**config.mk**
```make
export PLATFORM = sky130hd
export DESIGN_NAME = branch_resolution_unit
export DESIGN_NICKNAME = d
export VERILOG_FILES = /design/src/rtl/bp_pkg.sv /design/src/rtl/bru_pred_fifo.sv /design/src/rtl/branch_resolution_unit.sv
export SDC_FILE = /design/constraint.sdc
export NUM_CORES = 1
export LEC_CHECK = 0
export ABC_CLOCK_PERIOD_IN_PS = 18290
export CAP_MARGIN = 25
export CORE_MARGIN = 1.5
export CORE_UTILIZATION = 65
export CTS_CLUSTER_SIZE = 25
export DETAILED_ROUTE_END_ITERATION = 12
export DONT_BUFFER_PORTS = 1
export PLACE_DENSITY = 0.89
export REMOVE_ABC_BUFFERS = 1
export SYNTH_ARGS = -nofsm -noshare
export SYNTH_HDL_FRONTEND = slang
export SYNTH_SLANG_ARGS = --single-unit
```
**constraint.sdc**
```tcl
create_clock -name clk -period 18.29 [get_ports clk]
set_input_delay 3.658 -clock clk [delete_from_list [all_inputs] [get_ports clk]]
set_output_delay 3.658 -clock clk [all_outputs]
set_load 0.01 [all_outputs]
```
**src/rtl/bp_pkg.sv**
```systemverilog
// ============================================================================
// bp_pkg: types and constants shared by the branch predictor and its
//         resolution unit.                                          rev 1.0
// ============================================================================
`default_nettype none

package bp_pkg;

  localparam logic [6:0] OPCODE_BRANCH = 7'b1100011;
  localparam int unsigned BP_ADDR_BITS = 32;

  typedef enum logic [0:0] {
    RUN     = 1'b0,
    RECOVER = 1'b1
  } bru_state_e;

  typedef struct packed {
    logic [BP_ADDR_BITS-1:0] pc;
    logic                    taken;
    logic [BP_ADDR_BITS-1:0] target;
  } pred_entry_t;

endpackage

`default_nettype wire

```
**src/rtl/bru_pred_fifo.sv**
```systemverilog
// ============================================================================
// bru_pred_fifo: in-order prediction queue with flush; flush beats push.
//                                                                    rev 1.0
// ============================================================================
`default_nettype none

module bru_pred_fifo #(
  parameter int WIDTH      = 65,
  parameter int DEPTH      = 8,
  parameter int LOG2_DEPTH = $clog2(DEPTH)
) (
  input  logic                  clk,
  input  logic                  reset,
  input  logic                  push,
  input  logic [WIDTH-1:0]      wdata,
  input  logic                  pop,
  input  logic                  flush,
  output logic [WIDTH-1:0]      rdata,
  output logic                  full,
  output logic                  empty,
  output logic [LOG2_DEPTH:0]   count
);

  logic [WIDTH-1:0]    mem_q [DEPTH];
  logic [LOG2_DEPTH:0] wr_ptr_q, rd_ptr_q;
  logic                do_push, do_pop;

  // Extra MSB on each pointer distinguishes full from empty at equal index.
  assign count   = wr_ptr_q - rd_ptr_q;
  assign empty   = (wr_ptr_q == rd_ptr_q);
  assign full    = (count == (LOG2_DEPTH+1)'(DEPTH));
  assign rdata   = mem_q[rd_ptr_q[LOG2_DEPTH-1:0]];
  assign do_push = push && !full && !flush;
  assign do_pop  = pop && !empty && !flush;

  always_ff @(posedge clk) begin
    if (do_push) begin
      mem_q[wr_ptr_q[LOG2_DEPTH-1:0]] <= wdata;
    end
  end

  always_ff @(posedge clk or posedge reset) begin
    if (reset) begin
      wr_ptr_q <= '0;
      rd_ptr_q <= '0;
    end else begin
      if (do_push) begin
        wr_ptr_q <= wr_ptr_q + (LOG2_DEPTH+1)'(1);
      end
      if (flush) begin
        rd_ptr_q <= wr_ptr_q;
      end else if (do_pop) begin
        rd_ptr_q <= rd_ptr_q + (LOG2_DEPTH+1)'(1);
      end
    end
  end

endmodule

`default_nettype wire

```
**src/rtl/branch_resolution_unit.sv**
```systemverilog
// ============================================================================
// branch_resolution_unit: compares queued predictions with resolved outcomes,
//                         drives BHT updates and fetch redirects.  rev 1.0
// ============================================================================
`default_nettype none

module branch_resolution_unit
  import bp_pkg::*;
#(
  parameter int ADDRESS_BITS     = 32,
  parameter int QUEUE_DEPTH      = 8,
  parameter int LOG2_QUEUE_DEPTH = $clog2(QUEUE_DEPTH),
  parameter int CNT_WIDTH        = 32
) (
  input  logic                        clk,
  input  logic                        reset,
  input  logic                        pred_valid,
  output logic                        pred_ready,
  input  logic [ADDRESS_BITS-1:0]     pred_pc,
  input  logic                        pred_taken,
  input  logic [ADDRESS_BITS-1:0]     pred_target,
  input  logic                        res_valid,
  output logic                        res_ready,
  input  logic                        res_taken,
  input  logic [ADDRESS_BITS-1:0]     res_target,
  output logic [6:0]                  update_opcode,
  output logic [ADDRESS_BITS-1:0]     update_pc,
  output logic                        actual_pred,
  output logic                        mispred,
  output logic                        redirect_valid,
  output logic [ADDRESS_BITS-1:0]     redirect_pc,
  output logic                        res_error,
  output logic [LOG2_QUEUE_DEPTH:0]   occupancy,
  output logic [CNT_WIDTH-1:0]        branch_count,
  output logic [CNT_WIDTH-1:0]        mispred_count
);

  localparam int ENTRY_W = 2*ADDRESS_BITS + 1;

  bru_state_e state_q, state_d;

  logic [ENTRY_W-1:0]      head;
  logic                    full, empty;
  logic                    push, resolve, mis, res_empty;
  logic [ADDRESS_BITS-1:0] head_pc, head_target, fix_pc;
  logic                    head_taken;

  logic [6:0]              update_opcode_q;
  logic [ADDRESS_BITS-1:0] update_pc_q, redirect_pc_q;
  logic                    actual_pred_q, mispred_q, redirect_valid_q, res_error_q;
  logic [CNT_WIDTH-1:0]    branch_count_q, mispred_count_q;

  assign pred_ready = (state_q == RUN) && !full;
  assign res_ready  = (state_q == RUN) && !empty;
  assign push       = pred_valid && pred_ready;
  assign resolve    = res_valid && res_ready;
  assign res_empty  = res_valid && (state_q == RUN) && empty;

  assign head_pc     = head[ENTRY_W-1 -: ADDRESS_BITS];
  assign head_taken  = head[ADDRESS_BITS];
  assign head_target = head[ADDRESS_BITS-1:0];

  // A taken branch to the wrong target is as costly as a wrong direction.
  assign mis    = (head_taken != res_taken) || (res_taken && (head_target != res_target));
  assign fix_pc = res_taken ? res_target : head_pc + ADDRESS_BITS'(4);

  bru_pred_fifo #(
    .WIDTH      (ENTRY_W),
    .DEPTH      (QUEUE_DEPTH),
    .LOG2_DEPTH (LOG2_QUEUE_DEPTH)
  ) u_fifo (
    .clk   (clk),
    .reset (reset),
    .push  (push),
    .wdata ({pred_pc, pred_taken, pred_target}),
    .pop   (resolve),
    .flush (resolve && mis),
    .rdata (head),
    .full  (full),
    .empty (empty),
    .count (occupancy)
  );

  always_comb begin
    state_d = state_q;
    case (state_q)
      RUN:     if (resolve && mis) state_d = RECOVER;
      RECOVER: state_d = RUN;
      default: state_d = RUN;
    endcase
  end

  always_ff @(posedge clk or posedge reset) begin
    if (reset) begin
      state_q          <= RUN;
      update_opcode_q  <= '0;
      update_pc_q      <= '0;
      actual_pred_q    <= 1'b0;
      mispred_q        <= 1'b0;
      redirect_valid_q <= 1'b0;
      redirect_pc_q    <= '0;
      res_error_q      <= 1'b0;
      branch_count_q   <= '0;
      mispred_count_q  <= '0;
    end else begin
      state_q          <= state_d;
      update_opcode_q  <= resolve ? OPCODE_BRANCH : 7'b0;
      mispred_q        <= resolve && mis;
      redirect_valid_q <= resolve && mis;
      res_error_q      <= res_empty;
      if (resolve) begin
        update_pc_q   <= head_pc;
        actual_pred_q <= res_taken;
        if (branch_count_q != '1) branch_count_q <= branch_count_q + CNT_WIDTH'(1);
      end
      if (resolve && mis) begin
        redirect_pc_q <= fix_pc;
        if (mispred_count_q != '1) mispred_count_q <= mispred_count_q + CNT_WIDTH'(1);
      end
    end
  end

  assign update_opcode  = update_opcode_q;
  assign update_pc      = update_pc_q;
  assign actual_pred    = actual_pred_q;
  assign mispred        = mispred_q;
  assign redirect_valid = redirect_valid_q;
  assign redirect_pc    = redirect_pc_q;
  assign res_error      = res_error_q;
  assign branch_count   = branch_count_q;
  assign mispred_count  = mispred_count_q;

endmodule

`default_nettype wire

```
==> summary.md <==
| Metric | Value |
|---|---|
| Sequential Area | `between 15000 and 20000 sq um` |
| Row cnt | `74` |
| Design area | `a little under 30000 sq um` |
| Worst path most repeated cell | `buf_4` |
| Skew-Pair Late Insertion Delay | `about 600 ps` |
| Yosys top cell by area | `edfxtp_1` |
| Antenna Cells | `0` |
| Worst slew pin tran | `1000 ps` |
| Clock slew at reported path FFs | `around 50 ps` |
| Max Slew Vio Count | `0` |
| Commonest non-fill, non-tap cell in the layout | `edfxtp_1` |
| Top cell type's share of synthesized area | `~58%` |
| #FFs+latches synth | `between 600 and 700` |
| Vias in the first global route | `around 15k` |
| Switching power total | `roughly 0.0017 W` |
| Drt drc | `0` |
| DR vias | `around 15k` |
| R2R Path End | `u_fifo.mem_q[2][11]` |
| Setup crit end | `u_fifo.mem_q[2][11]` |
| Initial drt markers | `1995` |
| Placement Cell Area | `roughly 27000 sq um` |
| Worst Setup End Kind | `flop` |
| Max FO, Critical Path | `between 60 and 70` |
| Primary FF master, synth | `edfxtp_1` |
| Die width | `approximately 210 um` |
| Multi-input logic area | `around 7300 sq um` |
| Routability cong. | `roughly 0.85` |
| Number of detailed-route iterations in the first pass | `6` |
| Worst EP arrival | `~7800 ps` |
| Setup TNS Final | `0 ps` |
| Vias per Instance | `6.89` |
| Post-synthesis sequential area ratio | `a little under three quarters` |
| R2r startpoint | `u_fifo.rd_ptr_q[1]` |
| Total congestion overflow | `0` |
| Slowest Stage Delay on Critical Path | `830 ps` |
| Die Area | `approximately 43000 sq um` |
| I/O Pins | `~250` |
| Register-to-register setup slack | `~11000 ps` |
| RSZ-0062 raised after global routing | `false` |
| Skew final | `slightly above 30 ps` |
| Ys Warns | `0` |
| Fin cells | `roughly 2.2k` |
| CTS buffer count | `66` |
| Fmax | `132 MHz` |
| Setup repair bufs after CTS | `0` |
| Hold Fails Final Rpt | `0` |
| # clock sinks | `661` |
| Power per cell area | `roughly 160 nW/um^2` |
| Static Leak | `about 10 nW` |
| Worst setup path start | `res_target[10]` |
| Relative slew margins | `between 30% and 40%` |
| Util after Layout | `72.3%` |
| Routed WL per cell | `slightly above 30 um` |
| # hold bufs at CTS | `0` |
| Max-cap violations | `0` |
| Syn Inst Count | `about 1.6k` |
| H-tree levels | `3` |
| VDD IR max | `between 0.1 and 0.15 mV` |
| Crit path launch type | `primary input` |
| Status | `finished clean` |
| HPWL after DPL | `around 39000 um` |
| Post-synth EDFFs | `520` |
| # setup viols final | `0` |
| Die height | `207 um` |
| Fill cells | `~2.3k` |
| Worst r2r path cells | `13` |
| Dominant cells by area after synthesis | `edfxtp_1, dfrtp_1, mux4_2, mux2i_1, xnor2_1` |
| Yosys cell types | `66` |
| Reg power frac | `between 40 and 50%` |
| Antenna viol nets, final | `0` |
| Nets | `about 1.7k` |
| TritonCTS clock tree | `built` |
| Fin worst setup slack | `approximately 11000 ps` |
| Avg Cell Area, Syn | `between 15 and 20 sq um` |
| Most frequent cells in the layout | `edfxtp_1, dfrtp_1, mux4_2` |
| Largest net degree at the start of global routing | `87` |
| Share of cells above drive strength 1 | `16.0%` |
| Worst path cell trace | `xor2_1, nand4_1, nor4_2, nand4_2, nand2_2, buf_4, nand4b_1, nor3b_2, buf_4` |
| Placed Cells incl. Taps | `about 2.0k` |
| Worst EP required | `18490 ps` |
| Switching Share | `around a third` |
| Cell-internal power | `between 0.003 and 0.004 W` |
| Initial Util | `approximately two thirds` |
| Worst hold stages | `1` |
| Period utilization | `41.5%` |
| Crit path kind | `in2reg` |
| Drt total wl | `approximately 67000 um` |
| Slowest cell on crit path | `buf_4` |
| Hold WC Path Type | `reg2reg` |
| First-pass GRT wire length | `96800 um` |
| Area delta synth->final | `9.63%` |
| Final min period | `between 7000 and 8000 ps` |
| Cell area after synthesis | `27000 sq um` |
| Clk root buf | `clkbuf_16` |
| CORE AREA | `approximately 41000 sq um` |
| Port buffer count | `0` |
| Post-place setup slack | `roughly 10000 ps` |
| Initial antenna violation count | `3` |
| All-Layer GR Usage | `about a third` |
| Clock power frac | `27.1%` |
| Comb power frac | `slightly below 30%` |
| Max Root-Sink Buffers | `3` |
| Post-synth ARST share | `a little over a fifth` |
| Post-CTS Resized | `0` |
==> sequential cells by signal (all words and copies together), names as in the netlist <==
register / count
u_fifo.mem_q: 520
branch_count: 32
mispred_count: 32
redirect_pc: 32
update_pc: 32
u_fifo.rd_ptr_q: 4
u_fifo.wr_ptr_q: 4
actual_pred: 1
redirect_valid: 1
res_error: 1
state_q: 1
update_opcode: 1
==> per-layer routing <==
metal,global-route usage [%],up-vias,share of wire [%]
met3,11.4,244,13
met1,38.2,7464,34
met4,16.2,4,5.0
met5,0,-,0.051
met2,50.7,1142,49
li1,-,6108,-
==> cell type report <==
type,count,area share (%)
well taps,532,2.25
clock inverters,11,0.508
clock buffers,110,6.59
repair buffers,22,0.897
flip-flops and latches,661,64.8
multi-input cells,817,24.7
inverters,20,0.271
==> through the flow <==
step | hold slack [ps] | total power, W
2_1_floorplan | 485 | 0.00311
3_3_place_gp | 513 | 0.00345
3_5_place_dp | 534 | 0.00351
4_1_cts | 550 | 0.00486
5_1_grt | 567 | 0.00505
6_report | 546 | 0.00487
==> how the worst min path moves through the flow <==
| stage | to | from |
|---|---|---|
| 2_1_floorplan | u_fifo.wr_ptr_q[3] | u_fifo.wr_ptr_q[3] |
| 3_3_place_gp | u_fifo.wr_ptr_q[3] | u_fifo.wr_ptr_q[3] |
| 3_5_place_dp | u_fifo.wr_ptr_q[3] | u_fifo.wr_ptr_q[3] |
| 4_1_cts | mispred_count[18] | mispred_count[18] |
| 5_1_grt | mispred_count[18] | mispred_count[18] |
| 6_report | mispred_count[18] | mispred_count[18] |
==> logic make-up after synthesis <==
family	after synthesis	share of synthesized area (%)
DFF	661	71.0
xor gates and xnor gates	116	3.77
other	1	0.0139
buffers and inverters	97	2.11
and+or+nand+nor	346	6.61
muxes	214	13.2
AOI/OAI and AO/OA	129	2.90
adders and majority gates	9	0.445
==> synthesized netlist by cell type (5+ instances only) <==
library cell,n
nand4_1,28
a22oi_1,11
a22o_1,6
buf_6,13
a21oi_1,32
xor2_1,54
nand2_1,108
xnor2_1,62
mux4_2,112
or3_1,5
nand3_1,29
nor2_1,81
a211oi_1,5
buf_4,19
mux2i_1,94
buf_2,19
nor2b_1,5
edfxtp_1,520
nor3_1,18
nor4_1,5
ha_1,8
inv_1,17
clkbuf_1,19
and3_1,18
nor4_2,5
dfrtp_1,141
buf_1,6
o21ai_0,53
a31oi_1,7
==> power groups by stage <==
stage          clock (W)  combinational, W  sequential [W]
2_1_floorplan          0          0.000957         0.00215
3_3_place_gp           0           0.00134         0.00211
3_5_place_dp           0           0.00139         0.00212
4_1_cts          0.00133           0.00143         0.00210
5_1_grt          0.00139           0.00154         0.00213
6_report         0.00132           0.00145         0.00210
==> worst max-delay path, delay by kind of cell <==
family | cells | cell delay [ps]
buf+inv | 2 | 1410
xor+xnor | 1 | 320
simple gates | 6 | 2310
Note: power is estimated with default switching activity, not from simulation.
